### src/rtl/dbus_dma_if.sv
// rtl/dbus_dma_if.sv - control and data-bus signal bundle for dbus_dma; checksum present under DBUS_DMA_CHECKSUM_EN
interface dbus_dma_if #(
    parameter int LEN_W = 16
);
    logic             start;
    logic             mode;
    logic [31:0]      src_addr;
    logic [31:0]      dst_addr;
    logic [LEN_W-1:0] len_words;
    logic [31:0]      fill_data;
    logic             busy;
    logic             done;
    logic [31:0]      daddr;
    logic [31:0]      drdata;
    logic [31:0]      dwdata;
    logic [3:0]       dwe;
`ifdef DBUS_DMA_CHECKSUM_EN
    logic [31:0]      checksum;

    modport master (
        input  start, mode, src_addr, dst_addr, len_words, fill_data, drdata,
        output busy, done, daddr, dwdata, dwe, checksum
    );
    modport slave (
        output start, mode, src_addr, dst_addr, len_words, fill_data, drdata,
        input  busy, done, daddr, dwdata, dwe, checksum
    );
`else
    modport master (
        input  start, mode, src_addr, dst_addr, len_words, fill_data, drdata,
        output busy, done, daddr, dwdata, dwe
    );
    modport slave (
        output start, mode, src_addr, dst_addr, len_words, fill_data, drdata,
        input  busy, done, daddr, dwdata, dwe
    );
`endif
endinterface

### src/rtl/dbus_dma.sv
// rtl/dbus_dma.sv - data-bus fill/copy DMA initiator driving the dmem port while busy
// Optional running sum of written words enabled by DBUS_DMA_CHECKSUM_EN.
module dbus_dma #(
    parameter int LEN_W = 16
) (
    input  logic       clk,
    input  logic       reset,
    dbus_dma_if.master bus
);
    typedef enum logic [1:0] {IDLE, READ, WRITE, DONE} state_t;

    state_t           state_q, state_d;
    logic [31:0]      src_q, src_d;
    logic [31:0]      dst_q, dst_d;
    logic [31:0]      buf_q, buf_d;
    logic [31:0]      pat_q, pat_d;
    logic [LEN_W-1:0] cnt_q, cnt_d;
    logic             mode_q, mode_d;
    logic [31:0]      wdata;

    always_ff @(posedge clk or posedge reset) begin
        if (reset) begin
            state_q <= IDLE;
            src_q   <= '0;
            dst_q   <= '0;
            buf_q   <= '0;
            pat_q   <= '0;
            cnt_q   <= '0;
            mode_q  <= 1'b0;
        end else begin
            state_q <= state_d;
            src_q   <= src_d;
            dst_q   <= dst_d;
            buf_q   <= buf_d;
            pat_q   <= pat_d;
            cnt_q   <= cnt_d;
            mode_q  <= mode_d;
        end
    end

    assign wdata = mode_q ? buf_q : pat_q;

    always_comb begin
        state_d = state_q;
        src_d   = src_q;
        dst_d   = dst_q;
        buf_d   = buf_q;
        pat_d   = pat_q;
        cnt_d   = cnt_q;
        mode_d  = mode_q;
        unique case (state_q)
            IDLE: begin
                if (bus.start) begin
                    if (bus.len_words != '0) begin
                        src_d   = bus.src_addr & 32'hFFFF_FFFC;
                        dst_d   = bus.dst_addr & 32'hFFFF_FFFC;
                        cnt_d   = bus.len_words;
                        mode_d  = bus.mode;
                        pat_d   = bus.fill_data;
                        state_d = bus.mode ? READ : WRITE;
                    end else begin
                        state_d = DONE;
                    end
                end
            end
            READ: begin
                buf_d   = bus.drdata;
                src_d   = src_q + 32'd4;
                state_d = WRITE;
            end
            WRITE: begin
                dst_d = dst_q + 32'd4;
                cnt_d = cnt_q - LEN_W'(1);
                // cnt_q==1 means this write is the last one
                if (cnt_q == LEN_W'(1)) begin
                    state_d = DONE;
                end else begin
                    state_d = mode_q ? READ : WRITE;
                end
            end
            DONE: state_d = IDLE;
            default: state_d = IDLE;
        endcase
    end

    always_comb begin
        bus.daddr  = '0;
        bus.dwdata = '0;
        bus.dwe    = 4'h0;
        bus.busy   = 1'b0;
        bus.done   = 1'b0;
        unique case (state_q)
            READ: begin
                bus.daddr = src_q;
                bus.busy  = 1'b1;
            end
            WRITE: begin
                bus.daddr  = dst_q;
                bus.dwdata = wdata;
                bus.dwe    = 4'hF;
                bus.busy   = 1'b1;
            end
            DONE:    bus.done = 1'b1;
            default: ;
        endcase
    end

`ifdef DBUS_DMA_CHECKSUM_EN
    logic [31:0] sum_q, sum_d;

    always_ff @(posedge clk or posedge reset) begin
        if (reset) begin
            sum_q <= '0;
        end else begin
            sum_q <= sum_d;
        end
    end

    always_comb begin
        sum_d = sum_q;
        if (state_q == IDLE && bus.start) begin
            sum_d = '0;
        end else if (state_q == WRITE) begin
            sum_d = sum_q + wdata;
        end
    end

    assign bus.checksum = sum_q;
`endif
endmodule

### src/flat_wrapper.sv
// flat-port wrapper written by rule: the top's interface ports become plain ports
module dbus_dma_flat 
#(
    parameter int LEN_W = 16
)
  (clk, reset, bus_start, bus_mode, bus_src_addr, bus_dst_addr, bus_len_words, bus_fill_data, bus_drdata, bus_busy, bus_done, bus_daddr, bus_dwdata, bus_dwe);
  dbus_dma_if #(.LEN_W(LEN_W)) bus_i ();
  input  logic clk;
  input  logic reset;
  input wire logic [$bits(bus_i.start)-1:0] bus_start;
  input wire logic [$bits(bus_i.mode)-1:0] bus_mode;
  input wire logic [$bits(bus_i.src_addr)-1:0] bus_src_addr;
  input wire logic [$bits(bus_i.dst_addr)-1:0] bus_dst_addr;
  input wire logic [$bits(bus_i.len_words)-1:0] bus_len_words;
  input wire logic [$bits(bus_i.fill_data)-1:0] bus_fill_data;
  input wire logic [$bits(bus_i.drdata)-1:0] bus_drdata;
  output wire logic [$bits(bus_i.busy)-1:0] bus_busy;
  output wire logic [$bits(bus_i.done)-1:0] bus_done;
  output wire logic [$bits(bus_i.daddr)-1:0] bus_daddr;
  output wire logic [$bits(bus_i.dwdata)-1:0] bus_dwdata;
  output wire logic [$bits(bus_i.dwe)-1:0] bus_dwe;
  assign bus_i.start = bus_start;
  assign bus_i.mode = bus_mode;
  assign bus_i.src_addr = bus_src_addr;
  assign bus_i.dst_addr = bus_dst_addr;
  assign bus_i.len_words = bus_len_words;
  assign bus_i.fill_data = bus_fill_data;
  assign bus_i.drdata = bus_drdata;
  assign bus_busy = bus_i.busy;
  assign bus_done = bus_i.done;
  assign bus_daddr = bus_i.daddr;
  assign bus_dwdata = bus_i.dwdata;
  assign bus_dwe = bus_i.dwe;
  dbus_dma #(.LEN_W(LEN_W)) u_core (.clk(clk), .reset(reset), .bus(bus_i));
endmodule
### config.mk
export PLATFORM = sky130hd
export DESIGN_NAME = dbus_dma_flat
export DESIGN_NICKNAME = d
export VERILOG_FILES = /design/src/rtl/dbus_dma_if.sv /design/src/rtl/dbus_dma.sv /design/src/flat_wrapper.sv
export SDC_FILE = /design/constraint.sdc
export NUM_CORES = 1
export LEC_CHECK = 0
export BUFFER_PORTS_ARGS = -buffer_cell sky130_fd_sc_hd__clkbuf_2
export CAP_MARGIN = 5
export CORE_MARGIN = 2
export CORE_UTILIZATION = 25
export DETAILED_ROUTE_END_ITERATION = 10
export PLACE_DENSITY = 0.47
export SLEW_MARGIN = 5
export SYNTH_ARGS = -nofsm -noshare
export SYNTH_HDL_FRONTEND = slang
export SYNTH_SLANG_ARGS = --single-unit
### constraint.sdc
create_clock -name clk -period 4.6 [get_ports clk]
set_input_delay 0.23 -clock clk [delete_from_list [all_inputs] [get_ports clk]]
set_output_delay 0.23 -clock clk [all_outputs]
set_load 0.01 [all_outputs]
==> results of run 1 <==
critical path, cell delays in order, from the launching register on:
cell and delay (ps):
dfrtp_1 440, inv_1 130, ha_4 480, buf_4 630, nand2_1 90, a21boi_0 360, clkbuf_2 210
state kept, by name, indices dropped and copies added, names as in the netlist:
name,count
u_core.buf_q,32
u_core.cnt_q,16
u_core.dst_q,30
u_core.mode_q,1
u_core.pat_q,32
u_core.src_q,30
u_core.state_q,2
synthesized netlist by cell type, types with 4 or more instances:
cell type	count	area [µm²]
nor2_1	68	255
and2_1	7	43.8
or3_1	10	62.6
a21boi_0	17	128
a22oi_1	22	165
o21ai_0	37	185
nand4_1	14	87.6
inv_1	18	67.6
buf_1	11	41.3
o2bb2a_4	8	160
buf_2	10	50.1
o211ai_1	7	52.6
nand2b_1	6	37.5
dfrtp_1	143	3580
mux2_2	33	372
nor2b_1	16	100
and3_1	14	87.6
nand3_1	36	180
a21oi_1	63	315
a32oi_1	4	35.0
nand2_1	191	717
a31oi_1	12	75.1
ha_1	8	100
o21ai_1	10	50.1
o22ai_1	20	125
o221ai_1	6	52.6
and4_1	4	35.0
mux2i_1	37	370
o22a_1	7	61.3
or4_1	5	37.5
nor4_1	6	37.5
clkbuf_1	40	150
o31ai_1	8	60.1
buf_4	12	90.1
nor3_1	12	60.1
cells by family after synthesis:
| kind of cell | synth area share |
|---|---|
| other | 0.000436 |
| DFF | 0.416 |
| buffers and inverters | 0.0499 |
| and+or+nand+nor | 0.217 |
| xor gates and xnor gates | 0.00204 |
| AOI/OAI and AO/OA | 0.216 |
| muxes | 0.0863 |
| adders and majority gates | 0.0116 |
per-layer routing:
layer  vias up  part of all wire  track usage
met5         -            0.0024            0
met2       262              0.44        0.259
met1      3896              0.46        0.219
li1       3964                 -            -
met4        10             0.016       0.0501
met3        37             0.079       0.0582
worst paths after layout:
check	to	cells past startpoint	from	slack (ps)
max	bus_daddr[7]	6	u_core.state_q[1]$_DFFE_PP0N_	1580
min reg2reg	u_core.pat_q[12]$_DFFE_PP0P_	2	u_core.pat_q[12]$_DFFE_PP0P_	470
max in group asynchronous	u_core.pat_q[31]$_DFFE_PP0P_	4	reset	3020
max reg2reg	u_core.dst_q[28]$_DFFE_PP0P_	8	u_core.state_q[0]$_DFFE_PP0N_	1670
min	u_core.pat_q[31]$_DFFE_PP0P_	3	bus_fill_data[31]	30
min in group asynchronous	u_core.buf_q[13]$_DFFE_PP0P_	3	reset	490
layout make-up:
cell class / instances / share of cell area
Sequential cell: 143 / 0.327
Timing Repair Buffer: 261 / 0.139
Antenna cell: 1 / 0.000228
Multi-Input combinational cell: 748 / 0.423
Tap cell: 448 / 0.0511
Inverter: 20 / 0.00731
Clock buffer: 19 / 0.0404
Clock inverter: 13 / 0.0124
through the flow:
stage | cell area, µm² | cells | hold slack, ps
6_report | 11000 | 1653 | 27.3
5_1_grt | 11000 | 1652 | 9.92
4_1_cts | 10900 | 1651 | 1.17
3_5_place_dp | 10000 | 1583 | 423
3_3_place_gp | 10000 | 1583 | 426
2_1_floorplan | 8600 | 986 | 335
timing repair:
item	CTS	global route
setup buffers	0	0
hold endpoints to repair	95	1
gates resized for setup	0	0
hold buffers	36	1
report_power, final:
part           internal (W)  switching [W]
combinational       0.00158        0.00215
sequential          0.00189       0.000706
clock              0.000814       0.000592
==> flow_summary.yaml, run 1 <==
pwr:
  p_total_w: 0.00773
  peakVddDrop_mv: 0.404
  p_per_area_mw_per_mm2: 705
  p_leak_nw: 4.81
logic_synthesis:
  async_reset_ff_frac: 1.00
  ys_warn_count: 0
  synthFlopType: "dfrtp_1"
  synth_edf_count: 0
  ys_seq_area_frac: 0.416
  avgSynthCellArea_um2: 8.73
  netlist_instances: 985
  synthesis.area_mm2: 0.00859
  ys_ff_latch: 143
  synth_cell_types: 71
placed_design:
  pre_cts_slack_ps: 1380
  portBuffers: 211
  place_congestion: 0.773
  place_hpwl_mm: 20.9
detailed_routing:
  drt-total-wl_mm: 29.7
  dr.pass1.iters: 6
  avgViaCountPerCell: 4.94
  wl_per_cell_um: 18.0
  drc_errors: 0
  vias: 8169
  initialDrtViolationCount: 638
  ant_nets: 0
clock_network:
  cts.sinks: 143
  clk_latency_ps: 430
  clockBufferDepth: 2
  clk_pin_slew_ps: 60
  clock-root-buffer: "clkbuf_16"
  cts_buffers: 17
  htreeDepth: 4
  cts_tree: "done"
flow_run:
  max_cap_viol_count: 0
layout:
  final_cell_mix: "clkbuf_2 (211), nand2_1 (191), dfrtp_1 (142)"
  drive_gt1_frac: 0.264
  layout_commonest_cell: "clkbuf_2"
  nets: 1347
  multi_input_area_mm2: 0.00464
  regArea_mm2: 0.00358
  fillers: 3637
  post-route-util: 0.325
  area_delta_synth_final_pct: 27.5
timing:
  slew_headroom: 0.233
  max_freq_mhz: 331
  finalCritPeriodShare: 0.658
  rsz0062_at_grt: "no"
  finalMaxSlewViolations: 0
  finalSetupViolCount: 0
  finalHoldViolCount: 0
  layout_setup_ws_ps: 1580
  tightestPinTransition_ps: 1150
  setup_tns_ps: 0
  skew_ps: 11.8
  min_period_ps: 3020
floorplanning:
  die_w_um: 189
  rows: 67
  core_mm2: 0.0337
  dieArea_mm2: 0.0359
  io_pins: 218
  start_util: 0.255
  die_y_um: 189
worst_setup_path:
  crit_fanout: 50
  start_kind: "register"
  worst_setup_path_end_kind: "primary output"
  crit_type: "register to primary output"
  crit_required_ps: 4370
  cp_data_arrival_time_ps: 2790
outcome:
  status: "finished clean"
global_routing:
  grt_start_max_net_pins: 82
  track_usage: 0.167
  grt_overflow_total: 0
  grt_pass1_wl_mm: 46.6
  antenna_found_initial: 6
  grt_pass1_vias: 8095
hold_path:
  hold_class: "input pin to register"
Note: power is estimated with default switching activity, not from simulation.
==> run 2: changes to the inputs <==
--- a/config.mk
+++ b/config.mk
@@ -10,7 +10,7 @@
 export CORE_MARGIN = 2
 export CORE_UTILIZATION = 25
 export DETAILED_ROUTE_END_ITERATION = 10
-export PLACE_DENSITY = 0.47
+export PLACE_DENSITY = 0.48
 export SLEW_MARGIN = 5
 export SYNTH_ARGS = -nofsm -noshare
 export SYNTH_HDL_FRONTEND = slang
==> constraint.sdc (replaced) <==
create_clock -name clk -period 2.7 [get_ports clk]
set_input_delay 0.135 -clock clk [delete_from_list [all_inputs] [get_ports clk]]
set_output_delay 0.135 -clock clk [all_outputs]
set_load 0.01 [all_outputs]
==> flow_summary.yaml, run 2 (same netlist as run 1, synthesis figures left out) <==
floorplanning:
  die_w_um: 189
  rows: 67
  die_y_um: 189
  dieArea_mm2: 0.0359
  io_pins: 218
  start_util: 0.255
  core_mm2: 0.0337
clock_network:
  cts_buffers: 17
  htreeDepth: 4
  cts.sinks: 143
  clk_latency_ps: 440
  clk_pin_slew_ps: 70
  clock-root-buffer: "clkbuf_16"
  cts_tree: "done"
  clockBufferDepth: 2
detailed_routing:
  avgViaCountPerCell: 4.92
  drc_errors: 0
  dr.pass1.iters: 5
  ant_nets: 0
  initialDrtViolationCount: 577
  wl_per_cell_um: 17.9
  drt-total-wl_mm: 30.6
  vias: 8393
pwr:
  peakVddDrop_mv: 0.541
  swShare: 0.436
  seq_power_share: 0.316
  power_switching_w: 0.00604
  p_leak_nw: 5.11
  p_comb_frac: 0.496
  clkPwrFrac: 0.188
  p_per_area_mw_per_mm2: 1190
  p_total_w: 0.0139
  internal_power_w: 0.00782
worst_setup_path:
  crit_fanout: 10
  cp_data_arrival_time_ps: 2810
  crit_type: "register to register"
  worst_setup_path_end_kind: "register"
  crit_required_ps: 3010
  reg2reg_depth: 9
  start_kind: "register"
timing:
  max_freq_mhz: 400
  finalCritPeriodShare: 0.927
  slew_headroom: 0.414
  setup_tns_ps: 0
  rsz0062_at_grt: "no"
  skew_ps: 12.4
  finalSetupViolCount: 0
  tightestPinTransition_ps: 876
  fin_hold_ws_ps: 20.5
  min_period_ps: 2500
  finalMaxSlewViolations: 0
  finalHoldViolCount: 0
layout:
  multi_input_area_mm2: 0.00464
  post_layout_nonfiller_instances: 1707
  final_cell_mix: "clkbuf_2 (211), nand2_1 (191), dfrtp_1 (142)"
  regArea_mm2: 0.00358
  nets: 1401
  area_delta_synth_final_pct: 35.3
  post-route-util: 0.345
  fillers: 3551
  layout_commonest_cell: "clkbuf_2"
  reg_top3: "u_core.buf_q: 32 flops, u_core.pat_q: 32 flops"
  drive_gt1_frac: 0.267
global_routing:
  grt_overflow_total: 0
  grt_pass1_vias: 8243
  antenna_found_initial: 6
  track_usage: 0.169
  grt_pass1_wl_mm: 47.5
  grt_start_max_net_pins: 144
placed_design:
  portBuffers: 211
  dp.cells: 1599
  place_hpwl_mm: 21.3
  place_congestion: 0.804
hold_path:
  holdPathStages: 3
  hold_class: "input pin to register"
flow_run:
  max_cap_viol_count: 0
outcome:
  status: "finished clean"
run 2: changes by cell type in the layout (fill, tap and decap cells not counted), moves of 2 or more:
cell	change
buf_12	+7
buf_4	+9
bufinv_16	+2
clkinv_2	-3
dlygate4sd3_1	+35
run 2: power groups by stage:
stage	clock network, W	registers, W	logic, W
finish	0.00261	0.00437	0.00687
global route	0.00277	0.00456	0.00760
CTS	0.00269	0.00435	0.00680
detailed placement	0	0.00438	0.00670
global placement	0	0.00436	0.00663
floorplan	0	0.00392	0.00490
run 2: per-stage QoR:
step / worst slack, ps / cell area [µm²]
3_3_place_gp: 45.6 / 10200
6_report: 198 / 11600
5_1_grt: 60.0 / 11600
4_1_cts: 42.3 / 11600
2_1_floorplan: 649 / 8600
3_5_place_dp: 121 / 10200
run 2: final timing paths:
path,endpoint,slack (ps),from
min in group asynchronous,u_core.src_q[2]$_DFFE_PP0P_,330,reset
worst max register to register,u_core.src_q[10]$_DFFE_PP0P_,200,u_core.state_q[1]$_DFFE_PP0N_
max in group asynchronous,u_core.pat_q[10]$_DFFE_PP0P_,1610,reset
worst min register to register,u_core.pat_q[28]$_DFFE_PP0P_,480,u_core.pat_q[28]$_DFFE_PP0P_
worst max-delay path,u_core.src_q[10]$_DFFE_PP0P_,200,u_core.state_q[1]$_DFFE_PP0N_
worst min-delay path,u_core.src_q[23]$_DFFE_PP0P_,20,bus_src_addr[23]
run 2: final cells by class:
type                       instances  area share
antenna                            1    0.000215
clock buffer                      20      0.0384
clock inverter                    12      0.0156
inverter                          20     0.00678
multi-input combinational        748       0.399
sequential                       143       0.308
tap                              448      0.0482
timing repair buffer             315       0.184
run 2: critical path, cell delays in order (launching register included):
cell     delay, ps
dfrtp_1        450
inv_1          140
ha_1           420
and2_1         260
o41ai_4        100
buf_4          170
buf_4          150
and3_1         150
a31o_1         170
or3_1          350
run 2: metal layers:
layer | wire [µm] | share of wire | vias up | GRT usage
met5 | 69 | 0.0023 | - | 0
met4 | 571 | 0.019 | 10 | 0.0504
met3 | 1800 | 0.059 | 38 | 0.0445
met2 | 13700 | 0.45 | 252 | 0.265
met1 | 14400 | 0.47 | 4023 | 0.229
li1 | - | - | 4070 | -
run 2: timing repair:
action,in CTS,in global routing
hold endpoints to repair,93,0
hold buffers,72,0
setup endpoints to repair,0,21
resized for setup,0,2
buffers inserted,0,2
